==> config.mk <==
export PLATFORM = sky130hd
export DESIGN_NAME = lives_hud_controller
export DESIGN_NICKNAME = d
export VERILOG_FILES = /design/src/rtl/lives_hud_controller.sv
export SDC_FILE = /design/constraint.sdc
export NUM_CORES = 1
export LEC_CHECK = 0
export ABC_AREA = 1
export BUFFER_PORTS_ARGS = -buffer_cell sky130_fd_sc_hd__buf_4
export CAP_MARGIN = 0
export CORE_MARGIN = 3
export CORE_UTILIZATION = 29
export DETAILED_ROUTE_END_ITERATION = 10
export SYNTH_ARGS = -nofsm -noshare
export SYNTH_HDL_FRONTEND = slang
export SYNTH_SLANG_ARGS = --single-unit
==> constraint.sdc <==
create_clock -name clk -period 3.02 [get_ports clk]
set_input_delay 0.453 -clock clk [delete_from_list [all_inputs] [get_ports clk]]
set_output_delay 0.453 -clock clk [all_outputs]
set_load 0.005 [all_outputs]
==> src/rtl/lives_hud_controller.sv <==
// HUD side of the lives counter: heart visibility mask, lost-heart blink, game-over hold and restart handshake.
// Optional macro LIVES_SOUND_EN adds the sound_trig output.
module lives_hud_controller #(
   parameter int MAX_LIVES      = 3,
   parameter int BLINK_PERIOD   = 8,
   parameter int BLINK_TOGGLES  = 6,
   parameter int GAMEOVER_DELAY = 60
) (
   input  logic                 clk,
   input  logic                 resetN,
   input  logic                 startOfFrame,
   input  logic [3:0]           lives,
   input  logic                 no_life,
   input  logic                 restart_ack,
   output logic [MAX_LIVES-1:0] heart_mask,
   output logic                 life_lost,
   output logic                 game_over,
`ifdef LIVES_SOUND_EN
   output logic                 sound_trig,
`endif
   output logic                 restart_req
);

   localparam int CNT_MAX = (BLINK_PERIOD > GAMEOVER_DELAY) ? BLINK_PERIOD : GAMEOVER_DELAY;
   localparam int CNT_W   = $clog2(CNT_MAX + 1);
   localparam int TOG_W   = $clog2(BLINK_TOGGLES + 1);
   localparam int IDX_W   = (MAX_LIVES > 1) ? $clog2(MAX_LIVES) : 1;

   typedef enum logic [1:0] {
      IDLE_ST     = 2'd0,
      BLINK_ST    = 2'd1,
      GAMEOVER_ST = 2'd2,
      RESTART_ST  = 2'd3
   } state_t;

   state_t               state_q, state_d;
   logic [3:0]           lives_dly_q;
   logic [CNT_W-1:0]     frame_cnt_q, frame_cnt_d;
   logic [TOG_W-1:0]     toggle_cnt_q, toggle_cnt_d;
   logic [IDX_W-1:0]     blink_idx_q, blink_idx_d;
   logic                 blink_on_q, blink_on_d;
   logic [MAX_LIVES-1:0] heart_mask_q, heart_mask_d;
   logic                 life_lost_q, life_lost_d;
   logic                 game_over_q, game_over_d;
   logic                 restart_req_q, restart_req_d;
   logic                 decrement;
   logic [MAX_LIVES-1:0] base_mask_w;
   logic [MAX_LIVES-1:0] blink_bit_w;

   function automatic logic [MAX_LIVES-1:0] base_mask(input logic [3:0] l);
      logic [MAX_LIVES-1:0] m;
      m = '0;
      for (int i = 0; i < MAX_LIVES; i++) begin
         m[i] = (i < int'(l));
      end
      return m;
   endfunction

   // A lives value beyond the icon count blinks the top heart.
   function automatic logic [IDX_W-1:0] clamp_idx(input logic [3:0] l);
      if (int'(l) >= MAX_LIVES) begin
         return IDX_W'(MAX_LIVES - 1);
      end
      return l[IDX_W-1:0];
   endfunction

   assign decrement   = (lives < lives_dly_q);
   assign base_mask_w = base_mask(lives);

   always_comb begin
      state_d       = state_q;
      frame_cnt_d   = frame_cnt_q;
      toggle_cnt_d  = toggle_cnt_q;
      blink_idx_d   = blink_idx_q;
      blink_on_d    = blink_on_q;
      life_lost_d   = 1'b0;
      heart_mask_d  = base_mask_w;
      blink_bit_w   = '0;

      case (state_q)
         IDLE_ST, BLINK_ST: begin
            // A decrement has priority over frame counting and over no_life.
            if (decrement) begin
               life_lost_d  = 1'b1;
               blink_idx_d  = clamp_idx(lives);
               blink_on_d   = 1'b1;
               frame_cnt_d  = '0;
               toggle_cnt_d = '0;
               state_d      = BLINK_ST;
            end else if (state_q == IDLE_ST) begin
               if (no_life) begin
                  frame_cnt_d = '0;
                  state_d     = GAMEOVER_ST;
               end
            end else if (startOfFrame) begin
               if (frame_cnt_q == CNT_W'(BLINK_PERIOD - 1)) begin
                  frame_cnt_d = '0;
                  blink_on_d  = ~blink_on_q;
                  if (toggle_cnt_q == TOG_W'(BLINK_TOGGLES - 1)) begin
                     toggle_cnt_d = '0;
                     state_d      = no_life ? GAMEOVER_ST : IDLE_ST;
                  end else begin
                     toggle_cnt_d = toggle_cnt_q + 1'b1;
                  end
               end else begin
                  frame_cnt_d = frame_cnt_q + 1'b1;
               end
            end
         end
         GAMEOVER_ST: begin
            if (startOfFrame) begin
               if (frame_cnt_q == CNT_W'(GAMEOVER_DELAY - 1)) begin
                  frame_cnt_d = '0;
                  state_d     = RESTART_ST;
               end else begin
                  frame_cnt_d = frame_cnt_q + 1'b1;
               end
            end
         end
         RESTART_ST: begin
            if (restart_ack) begin
               state_d = IDLE_ST;
            end
         end
         default: state_d = IDLE_ST;
      endcase

      // Outputs are registered from the next state so they track state_q exactly.
      if (blink_on_d) begin
         blink_bit_w = MAX_LIVES'(1) << blink_idx_d;
      end
      case (state_d)
         BLINK_ST:                heart_mask_d = base_mask_w | blink_bit_w;
         GAMEOVER_ST, RESTART_ST: heart_mask_d = '0;
         default:                 heart_mask_d = base_mask_w;
      endcase
      game_over_d   = (state_d == GAMEOVER_ST) || (state_d == RESTART_ST);
      restart_req_d = (state_d == RESTART_ST);
   end

   always_ff @(posedge clk) begin
      if (!resetN) begin
         state_q       <= IDLE_ST;
         lives_dly_q   <= 4'(MAX_LIVES);
         frame_cnt_q   <= '0;
         toggle_cnt_q  <= '0;
         blink_on_q    <= 1'b0;
         heart_mask_q  <= '1;
         life_lost_q   <= 1'b0;
         game_over_q   <= 1'b0;
         restart_req_q <= 1'b0;
      end else begin
         state_q       <= state_d;
         lives_dly_q   <= lives;
         frame_cnt_q   <= frame_cnt_d;
         toggle_cnt_q  <= toggle_cnt_d;
         blink_on_q    <= blink_on_d;
         heart_mask_q  <= heart_mask_d;
         life_lost_q   <= life_lost_d;
         game_over_q   <= game_over_d;
         restart_req_q <= restart_req_d;
      end
   end

   always_ff @(posedge clk) begin
      blink_idx_q <= blink_idx_d;
   end

   assign heart_mask  = heart_mask_q;
   assign life_lost   = life_lost_q;
   assign game_over   = game_over_q;
   assign restart_req = restart_req_q;

`ifdef LIVES_SOUND_EN
   logic sound_trig_q, sound_trig_d;

   assign sound_trig_d = life_lost_d || ((state_d == GAMEOVER_ST) && (state_q != GAMEOVER_ST));

   always_ff @(posedge clk) begin
      if (!resetN) begin
         sound_trig_q <= 1'b0;
      end else begin
         sound_trig_q <= sound_trig_d;
      end
   end

   assign sound_trig = sound_trig_q;
`endif

endmodule

Yosys cells after proc, flatten, opt, wreduce, memory -nomap -nowiden
Cells that the tools add are included.
{"block": "word_totals", "ff_bits": 24, "output_inout_bits": 6}
{"block": "classes", "add_sub_neg": 2, "order_cmp": 5, "eq_ne": 13, "n_shift": 1, "n_mux": 39, "bitwise": 2, "reduce_logical": 10}
{"cell": "6-bit two-way mux", "n": 7}
{"cell": "2-bit two-way mux", "n": 14}
{"cell": "3-bit two-way mux", "n": 6}
{"cell": "6-bit one-hot mux with 2 select lines", "n": 1}
{"cell": "1-bit two-way mux", "n": 9}
{"cell": "2-bit equality test (second input constant)", "n": 4}
{"cell": "1-bit by 4-bit less-than comparator with 1-bit output (first input constant)", "n": 2}
{"cell": "4-bit != test (second input constant)", "n": 2}
{"cell": "4-bit AND reduction", "n": 2}
{"cell": "6-bit by 1-bit adder with 6-bit output (second input constant)", "n": 1}
{"cell": "6-bit by 3-bit equality test with 1-bit output (second input constant)", "n": 1}
{"cell": "6-bit equality test (second input constant)", "n": 1}
{"cell": "2-bit one-hot mux with 3 select lines", "n": 1}
{"cell": "3-bit one-hot mux with 2 select lines", "n": 1}
{"cell": "2-bit nonzero test", "n": 3}
{"cell": "2-bit by 1-bit equality test with 1-bit output (second input constant)", "n": 2}
{"cell": "4-bit by 2-bit greater-or-equal comparator with 1-bit output (second input constant)", "n": 1}
{"cell": "2-bit by 4-bit less-than comparator with 1-bit output (first input constant)", "n": 1}
{"cell": "4-bit less-than comparator", "n": 1}
{"cell": "2-bit != test (second input constant)", "n": 2}
{"cell": "2-bit OR reduction", "n": 2}
{"cell": "3-bit by 1-bit adder with 3-bit output (second input constant)", "n": 1}
{"cell": "3-bit equality test (second input constant)", "n": 1}
{"cell": "3-bit OR", "n": 1}
{"cell": "other kinds (5)", "n": 5}

Depth between registers and ports, before layout
{"block": "logic_depth", "depth_word": 11, "mapped_depth": 13}

Worst setup path before layout
Ideal clock, no wire load.
{"block": "synth_path", "path_type": "input to register", "from": "input lives[3]", "to": "register frame_cnt_q[0]", "setup_time_ns": 0.114, "arrival_time_ns": 1.544, "required_time_ns": 2.906, "slack_ns": 1.363, "cell_stages": 7, "path_buffers": 0, "path_cell_list": "ha_1 -> a21oi_2 -> nand3_4 -> nand3_1 -> nand3_2 -> a21oi_1 -> nor2_1"}
{"block": "synth_between", "elab_chain_len": 3, "word_cells_on_any_way": 6, "cone_classes": "1 x order compare; 2 x eq/ne; 2 x mux; 1 x reduce/logical"}
{"item": "start: declaration", "line": "12", "source": "input logic [3:0] lives,"}
{"item": "4-bit less-than comparator (*)", "line": "67", "source": "assign decrement = (lives < lives_dly_q);"}
{"item": "4-bit != test (no source line) or 6-bit two-way mux (tied branches)"}
{"item": "4-bit AND reduction (no source line) or 6-bit one-hot mux with 2 select lines (tied branches)"}
{"item": "end signal: assignment", "line": "155", "source": "frame_cnt_q <= frame_cnt_d;"}
{"item": "end: declaration", "line": "38", "source": "logic [CNT_W-1:0] frame_cnt_q, frame_cnt_d;"}
Every way passes the cells marked *; elsewhere a longest branch is shown, timed or not.
A chain may end at the register's enable or synchronous reset.

Final worst setup path
{"block": "layout_path", "from": "register lives_dly_q[3]", "to": "register frame_cnt_q[0]"}
{"block": "layout_between", "elab_chain_len": 3, "word_cells_on_any_way": 6, "cone_classes": "1 x order compare; 2 x eq/ne; 2 x mux; 1 x reduce/logical"}
{"item": "start: declaration", "line": "37", "source": "logic [3:0] lives_dly_q;"}
{"item": "start signal: assignment", "line": "144", "source": "lives_dly_q <= 4'(MAX_LIVES);"}
{"item": "start signal: assignment", "line": "154", "source": "lives_dly_q <= lives;"}
{"item": "4-bit less-than comparator (*)", "line": "67"}
{"item": "4-bit != test (no source line) or 6-bit two-way mux (tied branches)"}
{"item": "4-bit AND reduction (no source line) or 6-bit one-hot mux with 2 select lines (tied branches)"}
Marks and branches as above.

==> summary.txt <==
Clock network
  • CTS tree: done
  • Setup bufs post-CTS: 0
  • H-tree Lvls: 1
  • Hold buffers post-CTS: 0
  • Post-cts gate resize count: 0
  • Clk buf depth: 2
  • # clock sinks: 23
  • Clk Latency, worst-skew pair: 270 ps
  • Root buffer cell: clkbuf_8
  • Clock transition at path regs: 90 ps
  • Total CTS buffers: 3

GRT
  • GRT Total Usage: 11.0%
  • Initial antenna violation count: 0
  • Pin count of the biggest net entering global routing: 15
  • Vias in the first global route: 1,141
  • Total grt overflow: 0
  • First-pass GRT wire length: 4.82 mm

Logic synthesis
  • Most frequent cell after synthesis: nand2_1
  • Syn Std Cell Area: 1340 sq um
  • Dominant cells by area after synthesis: dfxtp_1 (34%), nand2_1 (15%), inv_1 (9.8%)
  • Yosys reg bits: 23
  • Post-synth top area share: 34.4%
  • Number of synthesized flops with an enable pin: 0
  • Syn Nets: 211
  • Ys Warns: 0
  • Cells after Synth: 198
  • Synth async-reset ratio: 0%
  • Post-synthesis sequential area ratio: 34.4%
  • Post-synth top cells: nand2_1 (52), inv_1 (35), dfxtp_1 (23)
  • Post-Syn Area per Cell: 6.76 sq um
  • Post-synth top area cell: dfxtp_1
  • Distinct cells, synth: 26
  • Top_reg_cell synth: dfxtp_1

STA
  • Final Slew Violations: 0
  • Setup WS post-layout: 1330 ps
  • Worst-case clock skew: 6.55 ps
  • Min Tclk post-route: 1690 ps
  • Slew HR: 83.2%
  • Pin slew with the least headroom to its limit: 252 ps
  • Fmax: 0.592 GHz
  • Period utilisation layout: 55.9%
  • Setup TNS: 0 ps
  • Final Setup Violations: 0
  • RSZ-0062 raised after global routing: false
  • Final Hold Fails: 0

Cells and area
  • Final Cell Area: 1550 sq um
  • Ant diodes: 0
  • Share of layout cells above drive strength 1: 18.6%
  • Finished Layout Cells: 267
  • Synthesis-to-layout area growth: 15.9%
  • # nets final: 229

Power
  • Gate power share: 24.1%
  • Switch Pwr: 0.000226 W
  • Sequential share of power: 48.2%
  • Tot Pwr: 0.000709 W
  • Worst ir drop on vdd: 0.192 mV
  • Leakage power: 0.755 nW
  • Switching Share: 31.9%
  • Clock power frac: 27.7%
  • P per Cell Area: 457 nW/um^2
  • Pint: 0.000483 W

Setup path
  • CP Max Fanout: 8
  • Type of origin of the critical path: flop
  • Crit path capture type: flop
  • Critical path data required time: 3190 ps
  • Reg2Reg Setup Slack: 1330 ps
  • Critical R2R Capture: frame_cnt_q[0]$_SDFFE_PN0P_
  • Kind of critical path: reg -> reg
  • Reg2Reg Launch Point: lives_dly_q[3]$_SDFF_PN0_
  • Worst r2r path cells: 8
  • Critical path arrival: 1860 ps

Routing
  • Drt wl/cell: 10.3 um
  • Routed vias: 1,232
  • DRT Wirelength: 2.74 mm
  • Starting DRT DRC Count: 37
  • DRT Pass-1 Iters: 4
  • Antenna viol nets, final: 0
  • # DRC: 0
  • Via/cell ratio: 4.61

Floorplan
  • Cell Rows: 24
  • I/O pins: 15
  • Initial Util: 30.3%
  • DIE AREA: 5470 sq um
  • Die H: 73.9 um
  • Die Wd: 73.9 um
  • Core box area: 4410 sq um

Hold path
  • WHS Endpoint: lives_dly_q[2]$_SDFF_PN0_
  • Hold WC Path Type: in -> reg
  • Hold path cells: 3
  • HP Start: lives[2]

Placement
  • DP Worst Slack: 1080 ps
  • Dpl cells: 263
  • Global placer's final weighted congestion: 0.770
  • # port buffers: 14
  • HPWL after DPL: 2.13 mm
  • Dpl cell area: 1510 sq um

Job
  • Max Cap Viol: 0

Outcome
  • Outcome: completed
## metal layers
| metal | part of all wire (%) | global-route usage, % | vias up |
|---|---|---|---|
| li1 | - | - | 658 |
| met1 | 50 | 14.9 | 541 |
| met2 | 44 | 18.0 | 28 |
| met3 | 5.1 | 1.89 | 5 |
| met4 | 1.0 | 3.02 | 0 |
| met5 | 0 | 0 | - |
## power by group through the flow
stage               clock network, W  logic, W  registers (W)
floorplan                          0  0.000121       0.000347
global placement                   0  0.000171       0.000349
detailed placement                 0  0.000172       0.000349
CTS                         0.000204  0.000173       0.000342
global route                0.000216  0.000199       0.000345
finish                      0.000196  0.000171       0.000342
## worst max path at each step
stage / startpoint / to / slack, ps / cells past startpoint
floorplan: lives[3] / frame_cnt_q[0]$_SDFFE_PN0P_ / 1360 / 7
global placement: lives[3] / frame_cnt_q[1]$_SDFFE_PN0P_ / 1110 / 8
detailed placement: lives[3] / frame_cnt_q[0]$_SDFFE_PN0P_ / 1080 / 8
CTS: lives_dly_q[3]$_SDFF_PN0_ / frame_cnt_q[0]$_SDFFE_PN0P_ / 1330 / 8
global route: lives_dly_q[3]$_SDFF_PN0_ / frame_cnt_q[2]$_SDFFE_PN0P_ / 1140 / 9
finish: lives_dly_q[3]$_SDFF_PN0_ / frame_cnt_q[0]$_SDFFE_PN0P_ / 1330 / 8
## sequential cells by signal, indices dropped and copies added (netlist names)
name / flops
life_lost: 1
restart_req: 1
lives_dly_q: 4
heart_mask: 3
frame_cnt_q: 6
toggle_cnt_q: 3
blink_idx_q: 2
blink_on_q: 1
state_q: 2
## area by class of cell
class	count	area, sq um
Fill cell	491	2860
Tap cell	52	65.1
Sequential cell	23	460
Clock inverter	1	5.00
Timing Repair Buffer	14	105
Inverter	37	139
Multi-Input combinational cell	137	736
Clock buffer	3	41.3
## through the flow
| stage | hold WS [ps] | util (%) |
|---|---|---|
| floorplan | 435 | - |
| global placement | 447 | 34.1 |
| detailed placement | 455 | 34.1 |
| CTS | 378 | 35.1 |
| global route | 384 | 35.1 |
| finish | 380 | 35.1 |
## cell families (layout without fill, tap and decap cells)
family / Yosys count / count (layout) / share of synthesized area [%]
AO/OA/AOI/OAI: 21 / 21 / 9.25
buffers and inverters: 38 / 55 / 10.7
adder cells (fa/ha/maj): 4 / 4 / 3.74
AND/OR/NAND/NOR: 112 / 112 / 42.0
flip-flops: 23 / 23 / 34.4
## placed cells by master, fill, tap and decap left out, drive strengths merged
cell type | netlist | final
o21ai | 11 | 11
nor3 | 2 | 2
inv | 37 | 37
clkinv | 0 | 1
a21oi | 8 | 8
nor4 | 1 | 1
nor2 | 20 | 20
ha | 4 | 4
nand3 | 25 | 25
o22ai | 1 | 1
clkbuf | 1 | 3
nand4 | 6 | 6
o211ai | 1 | 1
nand2 | 58 | 58
buf | 0 | 14
dfxtp | 23 | 23
## critical path, stage by stage (launching register included)
cell and delay [ps]:
dfxtp_1 320, inv_1 40, ha_1 290, a21oi_2 250, nand3_4 160, nand3_1 130
nand3_2 180, a21oi_1 170, nor2_1 50
Power figures use the tool's default switching activity.
